## src/rtl/round_key_sched_ctrl_pkg.sv

```systemverilog
// Shared definitions for the round key schedule controller: FSM states,
// per-state expansion mux select vectors and parameter defaults.
package round_key_sched_ctrl_pkg;

  localparam int ROUNDS_DEF    = 10;
  localparam int KEY_BYTES_DEF = 16;

  localparam logic [3:0] CNT_LAST = 4'd15;
  localparam logic [3:0] TWO_END  = 4'd2;
  localparam logic [3:0] NORM_END = 4'd11;

  typedef enum logic [3:0] {
    ST_IDLE,
    ST_LOAD,
    ST_ONE,
    ST_TWO,
    ST_THREE,
    ST_NORM,
    ST_SHIFT,
    ST_DONE,
    ST_CLEAR
  } state_t;

  typedef struct packed {
    logic       sel_input;
    logic       sel_sbox;
    logic       sel_last;
    logic       sel_bit;
    logic [7:0] rcon_en;
  } sel_t;

  localparam sel_t SEL_LOAD  = '{1'b0, 1'b1, 1'b0, 1'b0, 8'h00};
  localparam sel_t SEL_ONE   = '{1'b1, 1'b1, 1'b0, 1'b1, 8'hFF};
  localparam sel_t SEL_TWO   = '{1'b1, 1'b1, 1'b0, 1'b1, 8'h00};
  localparam sel_t SEL_THREE = '{1'b1, 1'b0, 1'b0, 1'b1, 8'h00};
  localparam sel_t SEL_NORM  = '{1'b1, 1'b0, 1'b1, 1'b1, 8'h00};
  localparam sel_t SEL_SHIFT = '{1'b1, 1'b0, 1'b1, 1'b0, 8'h00};

  // Idle, done and clearing all present the load vector to the datapath.
  function automatic sel_t sel_of(input state_t s);
    case (s)
      ST_ONE:   return SEL_ONE;
      ST_TWO:   return SEL_TWO;
      ST_THREE: return SEL_THREE;
      ST_NORM:  return SEL_NORM;
      ST_SHIFT: return SEL_SHIFT;
      default:  return SEL_LOAD;
    endcase
  endfunction

endpackage

```

## src/rtl/round_key_sched_ctrl_rk_store.sv

```systemverilog
// Round key register file: ROUNDS+1 entries, one write port and one
// registered read port whose output holds until the next enabled read.
module rk_store
  import round_key_sched_ctrl_pkg::*;
#(
  parameter int ROUNDS = ROUNDS_DEF,
  parameter int KEY_W  = 8 * KEY_BYTES_DEF
) (
  input  logic             clk,
  input  logic             rst,
  input  logic             wr_en,
  input  logic [3:0]       wr_idx,
  input  logic [KEY_W-1:0] wr_data,
  input  logic             rd_en,
  input  logic [3:0]       rd_idx,
  output logic [KEY_W-1:0] rd_data
);

  logic [KEY_W-1:0] mem [ROUNDS+1];

  // Key material is deliberately not reset; only the read register is.
  always_ff @(posedge clk) begin
    if (wr_en) begin
      mem[wr_idx] <= wr_data;
    end
  end

  always_ff @(posedge clk) begin
    if (rst) begin
      rd_data <= '0;
    end else if (rd_en) begin
      rd_data <= mem[rd_idx];
    end
  end

endmodule

```

## src/rtl/round_key_sched_ctrl.sv

```systemverilog
// Round key schedule controller for a byte-serial key expansion datapath.
// Optional storage zeroization is enabled by defining ROUND_KEY_SCHED_ZEROIZE_EN.
module round_key_sched_ctrl
  import round_key_sched_ctrl_pkg::*;
#(
  parameter int ROUNDS    = ROUNDS_DEF,
  parameter int KEY_BYTES = KEY_BYTES_DEF
) (
  input  logic                   clk,
  input  logic                   rst,
  input  logic                   key_load,
  input  logic [8*KEY_BYTES-1:0] key_in,
  output logic                   key_ready,
  output logic                   keys_valid,
  output logic [7:0]             ke_key_byte,
  output logic                   ke_sel_input,
  output logic                   ke_sel_sbox,
  output logic                   ke_sel_last,
  output logic                   ke_sel_bit,
  output logic [7:0]             ke_rcon_en,
  output logic [3:0]             ke_round,
  input  logic [7:0]             ke_round_byte,
  input  logic                   rk_req,
  input  logic [3:0]             rk_idx,
  output logic                   rk_valid,
  output logic [8*KEY_BYTES-1:0] rk_key,
  output logic                   rk_err
);

  localparam int         KEY_W      = 8 * KEY_BYTES;
  localparam logic [3:0] LAST_ROUND = 4'(ROUNDS);

  state_t             state_q, state_d;
  logic [3:0]         cnt;
  logic [3:0]         round;
  logic [KEY_W-1:0]   shreg;
  logic [KEY_W-9:0]   rbuf;
  logic               accept;
  logic               window;
  logic               last_round;
  logic               rd_ok;
  logic               wr_en;
  logic [3:0]         wr_idx;
  logic [KEY_W-1:0]   wr_data;
  sel_t               sel;
`ifdef ROUND_KEY_SCHED_ZEROIZE_EN
  logic               zload;
`endif

  assign window     = (state_q == ST_ONE) || (state_q == ST_TWO) || (state_q == ST_THREE) ||
                      (state_q == ST_NORM) || (state_q == ST_SHIFT);
  assign last_round = (round == LAST_ROUND);
  assign key_ready  = (state_q == ST_IDLE) || (state_q == ST_DONE);
  assign rd_ok      = rk_req && keys_valid && !accept && (rk_idx <= LAST_ROUND);

  assign sel          = sel_of(state_q);
  assign ke_sel_input = sel.sel_input;
  assign ke_sel_sbox  = sel.sel_sbox;
  assign ke_sel_last  = sel.sel_last;
  assign ke_sel_bit   = sel.sel_bit;
  assign ke_rcon_en   = sel.rcon_en;
  assign ke_round     = round;
  assign ke_key_byte  = shreg[KEY_W-1 -: 8];

  // cnt runs 0..15 through LOAD and through every round window, so state
  // boundaries inside the window are fixed cnt values.
  always_comb begin
    state_d = state_q;
    accept  = 1'b0;
    case (state_q)
      ST_IDLE, ST_DONE: begin
        if (key_load) begin
          accept = 1'b1;
`ifdef ROUND_KEY_SCHED_ZEROIZE_EN
          state_d = ST_CLEAR;
`else
          state_d = ST_LOAD;
`endif
        end
      end
`ifdef ROUND_KEY_SCHED_ZEROIZE_EN
      ST_CLEAR: if (cnt == LAST_ROUND) state_d = zload ? ST_LOAD : ST_IDLE;
`endif
      ST_LOAD:  if (cnt == CNT_LAST) state_d = ST_ONE;
      ST_ONE:   state_d = ST_TWO;
      ST_TWO:   if (cnt == TWO_END) state_d = ST_THREE;
      ST_THREE: state_d = ST_NORM;
      ST_NORM:  if (cnt == NORM_END) state_d = ST_SHIFT;
      ST_SHIFT: if (cnt == CNT_LAST) state_d = last_round ? ST_DONE : ST_ONE;
      default:  state_d = ST_IDLE;
    endcase
  end

  always_ff @(posedge clk) begin
    if (rst) begin
`ifdef ROUND_KEY_SCHED_ZEROIZE_EN
      state_q <= ST_CLEAR;
      zload   <= 1'b0;
`else
      state_q <= ST_IDLE;
`endif
      cnt        <= '0;
      round      <= '0;
      shreg      <= '0;
      rbuf       <= '0;
      keys_valid <= 1'b0;
      rk_valid   <= 1'b0;
      rk_err     <= 1'b0;
    end else begin
      state_q  <= state_d;
      rk_valid <= rd_ok;
      rk_err   <= rk_req && !rd_ok;
      if (accept) begin
        shreg      <= key_in;
        cnt        <= '0;
        round      <= '0;
        keys_valid <= 1'b0;
`ifdef ROUND_KEY_SCHED_ZEROIZE_EN
        zload      <= 1'b1;
`endif
      end else if (state_q == ST_CLEAR) begin
        cnt <= (cnt == LAST_ROUND) ? '0 : cnt + 1'b1;
      end else if (state_q == ST_LOAD) begin
        shreg <= {shreg[KEY_W-9:0], 8'h00};
        cnt   <= cnt + 1'b1;
        if (cnt == CNT_LAST) round <= 4'd1;
      end else if (window) begin
        // Returned bytes enter at the bottom; after 15 shifts byte 0 sits on top.
        rbuf <= {rbuf[KEY_W-17:0], ke_round_byte};
        cnt  <= cnt + 1'b1;
        if (state_q == ST_SHIFT && cnt == CNT_LAST) begin
          if (last_round) keys_valid <= 1'b1;
          else            round      <= round + 1'b1;
        end
      end
    end
  end

  always_comb begin
    wr_en   = 1'b0;
    wr_idx  = '0;
    wr_data = '0;
`ifdef ROUND_KEY_SCHED_ZEROIZE_EN
    // Clear from the top entry down; the final slot receives the held key.
    if (state_q == ST_CLEAR) begin
      wr_en  = 1'b1;
      wr_idx = LAST_ROUND - cnt;
      if (cnt == LAST_ROUND && zload) wr_data = shreg;
    end
`else
    if (accept) begin
      wr_en   = 1'b1;
      wr_data = key_in;
    end
`endif
    if (window && cnt == CNT_LAST) begin
      wr_en   = 1'b1;
      wr_idx  = round;
      wr_data = {rbuf, ke_round_byte};
    end
  end

  rk_store #(
    .ROUNDS (ROUNDS),
    .KEY_W  (KEY_W)
  ) u_store (
    .clk     (clk),
    .rst     (rst),
    .wr_en   (wr_en),
    .wr_idx  (wr_idx),
    .wr_data (wr_data),
    .rd_en   (rd_ok),
    .rd_idx  (rk_idx),
    .rd_data (rk_key)
  );

endmodule

```

## config.mk

```make
export PLATFORM = sky130hd
export DESIGN_NAME = round_key_sched_ctrl
export DESIGN_NICKNAME = d
export VERILOG_FILES = /design/src/rtl/round_key_sched_ctrl_pkg.sv /design/src/rtl/round_key_sched_ctrl_rk_store.sv /design/src/rtl/round_key_sched_ctrl.sv
export SDC_FILE = /design/constraint.sdc
export NUM_CORES = 2
export LEC_CHECK = 0
export BUFFER_PORTS_ARGS = -buffer_cell sky130_fd_sc_hd__buf_4
export CELL_PAD_IN_SITES_DETAIL_PLACEMENT = 1
export CELL_PAD_IN_SITES_GLOBAL_PLACEMENT = 2
export CORE_ASPECT_RATIO = 1.5
export CORE_MARGIN = 5
export CORE_UTILIZATION = 48
export DETAILED_ROUTE_END_ITERATION = 8
export MAX_ROUTING_LAYER = met4
export PLACE_DENSITY_LB_ADDON = 0.15
export SYNTH_ARGS = -nofsm -noshare
export SYNTH_HDL_FRONTEND = slang
export SYNTH_HIERARCHICAL = 1
export SYNTH_SLANG_ARGS = --single-unit
```

## constraint.sdc

```tcl
create_clock -name clk -period 21.7 [get_ports clk]
set_input_delay 3.255 -clock clk [delete_from_list [all_inputs] [get_ports clk]]
set_output_delay 3.255 -clock clk [all_outputs]
set_load 0.005 [all_outputs]
```

==> After elaboration in Yosys (flattened, before gate mapping) <==
Memories as Yosys holds them, arrays and structs flattened. A register that Yosys moved wholly into a read port is not among the register bits.
Index checks and enable logic that the tools add are counted.
{ "op_classes": {"n_addsub": 2, "magnitude_cmp": 1, "eq_ne": 20, "n_mux": 29, "bitwise_logic": 3, "reduce_logical": 25} }
{ "ops": {"columns": ["cell", "count"], "rows": [
  ["$mux W128", 5],
  ["$mux W4", 15],
  ["$pmux W12 S5", 1],
  ["$pmux W4 S7", 1],
  ["$eq A4 B4 Y1 const B", 5],
  ["$eq A4 B3 Y1 const B", 4],
  ["$reduce_and A5 Y1", 3],
  ["$eq A4 B2 Y1 const B", 3],
  ["$add A4 B1 Y4 const B", 2],
  ["$ne A2 B2 Y1 const B", 4],
  ["$logic_and A1 B1 Y1", 6],
  ["$mux W1", 6],
  ["$ne A2 B1 Y1 const B", 3],
  ["$reduce_bool A2 Y1", 3],
  ["$logic_or A1 B1 Y1", 5],
  ["$eq A4 B1 Y1 const B", 1],
  ["$le A4 B4 Y1 const B", 1],
  ["$logic_not A4 Y1", 1],
  ["$reduce_and A4 Y1", 1],
  ["$reduce_or A2 Y1", 2],
  ["$mux W3", 1],
  ["$not A1 Y1", 3],
  ["$reduce_bool A3 Y1", 1],
  ["$logic_not A1 Y1", 2],
  ["$reduce_and A2 Y1", 1]
]} }
{ "totals": {"regBits": 263, "ram_bits": 1408, "in_bits": 144, "output_inout_bits": 156, "word_cells": 89, "mem_count": 1} }
{ "mem_list": {"columns": ["memory", "words", "word_bits", "rd", "rd_ports_with_merged_regs", "wr", "line", "text"], "rows": [
  ["u_store.mem", 11, 128, 1, 1, 1, "round_key_sched_ctrl_rk_store.sv:19", "logic [KEY_W-1:0] mem [ROUNDS+1];"]
]} }

==> Logic depth before layout (Yosys ltp) <==
{ "depth": {"ltp_word": 9, "ltp_mapped": 10, "ltp_nobuf": 6} }

==> Hierarchy <==
The synthesis kept the hierarchy.
{ "modules_own_cells": {"columns": ["module", "n_inst", "cells_each", "area_per_inst_um2", "seq_area_each_um2"], "rows": [
  ["rk_store", 1, 3166, 57990.6, 44843.0],
  ["round_key_sched_ctrl", 1, 1519, 11803.8, 5245.0]
]} }

==> Worst setup path after synthesis <==
Ideal clock, no wire load.
{ "synth_path": {"path_type": "input-to-reg", "from": "in key_load", "to": "mem u_store/mem[0][0] in the netlist's numbering, enable pin", "setup_ns": 0.772, "arrival_ns": 12.931, "required_time_ns": 20.928, "path_slack_ns": 7.997, "cell_stages": 6, "n_path_buf": 2, "path_cell_list": "o21ai_4 > buf_2 > buf_2 > o21ai_0 > or3b_2 > nor3_1"} }
{ "synth_between": {"elab_chain_cells": 6} }
{ "synth_lines": {"columns": ["item", "line", "text"], "rows": [
  ["start: declaration", "round_key_sched_ctrl.sv:11", "input logic key_load,"],
  ["$mux W1", "round_key_sched_ctrl.sv:72", "if (key_load) begin"],
  ["$mux W1", "round_key_sched_ctrl.sv:70", "case (state_q)"],
  ["$mux W1", "round_key_sched_ctrl.sv:151", "if (accept) begin"],
  ["$mux W1", "round_key_sched_ctrl.sv:156", "if (window && cnt == CNT_LAST) begin"],
  ["net wr_en", "round_key_sched_ctrl.sv:42", "logic wr_en;"],
  ["$mux W1", "round_key_sched_ctrl_rk_store.sv:23", "if (wr_en) begin"],
  ["$mux W1 (not written as such)", "round_key_sched_ctrl_rk_store.sv:24", "mem[wr_idx] <= wr_data;"],
  ["end: declaration", "round_key_sched_ctrl_rk_store.sv:19", null]
]} }
The timed path passes the listed nets, and every way through them passes these cells.

==> Worst setup path after layout <==
{ "layout_path": {"from": "in rk_idx[0]", "to": "reg u_store.rd_data[46] (read register of u_store.mem)"} }
{ "layout_between": {"elab_chain_cells": 2} }
{ "layout_lines": {"columns": ["item", "line", "text"], "rows": [
  ["start: declaration", "round_key_sched_ctrl.sv:24", "input logic [3:0] rk_idx,"],
  ["$le A4 B4 Y1", "round_key_sched_ctrl.sv:54", "assign rd_ok = rk_req && keys_valid && !accept && (rk_idx <= LAST_ROUND);"],
  ["$logic_and A1 B1 Y1", "round_key_sched_ctrl.sv:54", null],
  ["end: declaration", "round_key_sched_ctrl_rk_store.sv:16", "output logic [KEY_W-1:0] rd_data"]
]} }
Parallel ways exist; a longest one is shown, timed or not.
A chain may end at the register's enable or synchronous reset.

==> flow_summary.ini <==
[placed_design]
gp_congestion = 0.773
dpl_cell_area_sq_mm = 0.0732
port-buffer-count = 299
place_inst = 6603
dpl_worst_slack_ns = 13.39
dpl.hpwl_um = 112000

[synth]
synthArstFlopShare_pct = 0
yosysWarnings = 6
synth_flop_cell = edfxtp_1
syn_inst = 4685
syn_nets = 4833
synth_top_area_share_pct = 60.6
ys_seq_area_share_pct = 71.8
synth.top_cells.by_area = edfxtp_1 61%, dfxtp_1 11%, mux2i_1 5.5%
synthDistinctLibCells = 51
avgSynthCellArea_sq_um = 14.9
ys_ff_latch = 1798
synth_enable_flop_cells = 1408
synth_largest_area_cell = edfxtp_1
syn_area_sq_mm = 0.0698

[setup_path]
reg2reg_depth = 9
path_depth = 8
path_cells = buf_8 > buf_4 > buf_4 > buf_4 > buf_4 > mux2_2 > o221ai_1 > o21ai_1
required_ns = 22.36
startpoint_type = input port
r2r-end = u_store/mem[7][73]$_DFFE_PP_
arrival_ns = 8.13
r2r-start = state_q[1]$_SDFFE_PP0P_
crit_fanout = 66
slowest_delay_ns = 0.92
critPathMostFrequentCell = buf_4
timing.critical_path.buf_inv = 5
end_kind = flip-flop
worst_path_max_delay_cell = buf_4
path_delay_family = buffers and inverters
crit_path_end = u_store/rd_data[46]$_SDFFE_PP0P_
critPathKind = in -> reg
r2r_slack_ns = 16.49
startpoint = rk_idx[0]

[floorplan]
die_area_sq_mm = 0.153
num_rows = 171
chipHeight_um = 477
start_util_pct = 48.3
top_level_ports = 300
core_sq_mm = 0.145
dieWidth_um = 321

[power]
power.share.combinational_pct = 5.0
power_density_mw_per_mm2 = 90.4
seq_power_share_pct = 52.8
power.internal_mw = 5.59
p_sw_mw = 1.54
power_mw = 7.12
clkPwrFrac_pct = 42.2
peakVddDrop_mv = 0.0879
sw_frac_of_total_pct = 21.6
power.leakage_nw = 27.0

[final_layout]
final_area_sq_mm = 0.0788
layout_commonest_cell = edfxtp_1
layout.nets = 5019
fin_cells = 6919
utilization_pct = 54.5
layout_common_cells = 1408 x edfxtp_1, 643 x nand2_1, 390 x dfxtp_1
syn2layout_area_growth_pct = 12.9
drive_above_1_share_pct = 19.3

[detailed_routing]
drt_iter0_drc = 3178
via_per_inst = 6.05
firstDrtPassIters = 6
wl_um = 203000
drcViolationCount = 0
vias = 41900
detail-route-antenna-nets = 0
wl_per_cell_um = 29.4

[clock_network]
cts_htree_levels = 4
cts.clk_slew.worst_paths_ns = 0.06
postCtsSetupRepairBufs = 0
cts.repair.resized = 0
cts_tree = yes
cts_buffers = 169
clock_latency_ns = 0.81
cts.sinks = 1798
root_buffer = clkbuf_16
cts_hold_buf = 0
clk_path_buf_depth = 3

[worst_hold_path]
min_path_type = reg -> reg

[timing]
finalCritPeriodShare_pct = 34.4
slew_headroom_pct = 16.5
finalHoldViolCount = 0
fin_setup_tns_ns = 0
fin_ws_ns = 14.23
skew_ns = 0.0311
fin_crit_ns = 7.47
fmax_mhz = 134
report.final.setup_viol = 0
worstMarginPinSlew_ns = 1.25
whs_ns = 0.460
slew_viol_final = 0
rsz0062_at_grt = false

[grt]
grt_pass1_vias = 43500
gr-usage-all-layers_pct = 26.7
antenna_found_initial = 8
overflow = 0
grt_max_degree = 163
grt_pass1_wl_um = 295000

[run]
maxCapViolCount = 0

[run_status]
status = finished clean
power by group through the flow:
stage | combinational (mW) | clock, mW | sequential [mW]
2_1_floorplan | 0.232 | 0 | 3.83
3_3_place_gp | 0.348 | 0 | 3.84
3_5_place_dp | 0.355 | 0 | 3.84
4_1_cts | 0.356 | 3.06 | 3.76
5_1_grt | 0.380 | 3.21 | 3.76
6_report | 0.355 | 3.00 | 3.76
worst min-delay path by stage:
stage | startpoint | end | slack (ns) | cells past startpoint
floorplan | rbuf[112]$_SDFFE_PP0P_ | rbuf[112]$_SDFFE_PP0P_ | 0.44 | 2
global placement | rbuf[114]$_SDFFE_PP0P_ | rbuf[114]$_SDFFE_PP0P_ | 0.44 | 2
detailed placement | rbuf[114]$_SDFFE_PP0P_ | rbuf[114]$_SDFFE_PP0P_ | 0.45 | 2
CTS | rbuf[114]$_SDFFE_PP0P_ | rbuf[114]$_SDFFE_PP0P_ | 0.46 | 2
global route | rbuf[35]$_SDFFE_PP0P_ | rbuf[43]$_SDFFE_PP0P_ | 0.49 | 2
finish | rbuf[116]$_SDFFE_PP0P_ | rbuf[116]$_SDFFE_PP0P_ | 0.46 | 2
flip-flops by register name, summed over array words and instances (netlist names):
name and cells:
rk_valid 1, ke_round 4, shreg 128, cnt 4, u_store/rd_data 128, rbuf 120, rk_err 1, u_store/mem 1408
keys_valid 1, state_q 3
synthesized netlist by cell type, drive strengths merged (3+ instances only):
cell type,instances
mux2i,385
ha,4
mux2,256
dfxtp,390
inv,6
nand2b,5
xor2,3
clkbuf,132
a311oi,120
o21ai,264
nand2,645
a31oi,5
nor3b,4
edfxtp,1408
nor2,143
nand3,15
buf,226
nand3b,3
a22o,120
o221ai,128
a21oi,133
or3,3
nor3,7
and2,5
a22oi,256
cell type report:
class | instances | area [sq um]
Fill cell | 13800 | 65800
Sequential cell | 1798 | 50100
Multi-Input combinational cell | 2523 | 17800
Clock buffer | 235 | 4680
Timing Repair Buffer | 373 | 2910
Tap cell | 1903 | 2380
Clock inverter | 79 | 901
Inverter | 6 | 25.0
Antenna cell | 2 | 5.00
layer usage:
| layer | global-route usage, % | vias to the layer above | wire (um) | part of all wire, % |
|---|---|---|---|---|
| li1 | - | 18400 | - | - |
| met1 | 35.7 | 22100 | 88400 | 43 |
| met4 | 5.69 | 0 | 3820 | 1.9 |
| met2 | 43.5 | 1217 | 99500 | 49 |
| met5 | - | - | 0 | 0 |
| met3 | 4.47 | 225 | 11600 | 5.7 |
kinds of logic after synthesis:
logic type / share of synthesized area [%]
adder cells (fa/ha/maj): 0.0717
buffers and inverters: 2.91
flip-flops: 71.8
AND/OR/NAND/NOR: 4.77
AO/OA/AOI/OAI: 10.8
XOR/XNOR: 0.0628
multiplexers: 9.65
worst register-to-register path, delay by kind of cell, from the launching register on:
kind	cells	cell delay, ns
buf+inv	4	2.18
flops	1	0.56
compound gates	2	0.52
simple gates	3	1.52
Power figures use the tool's default switching activity.
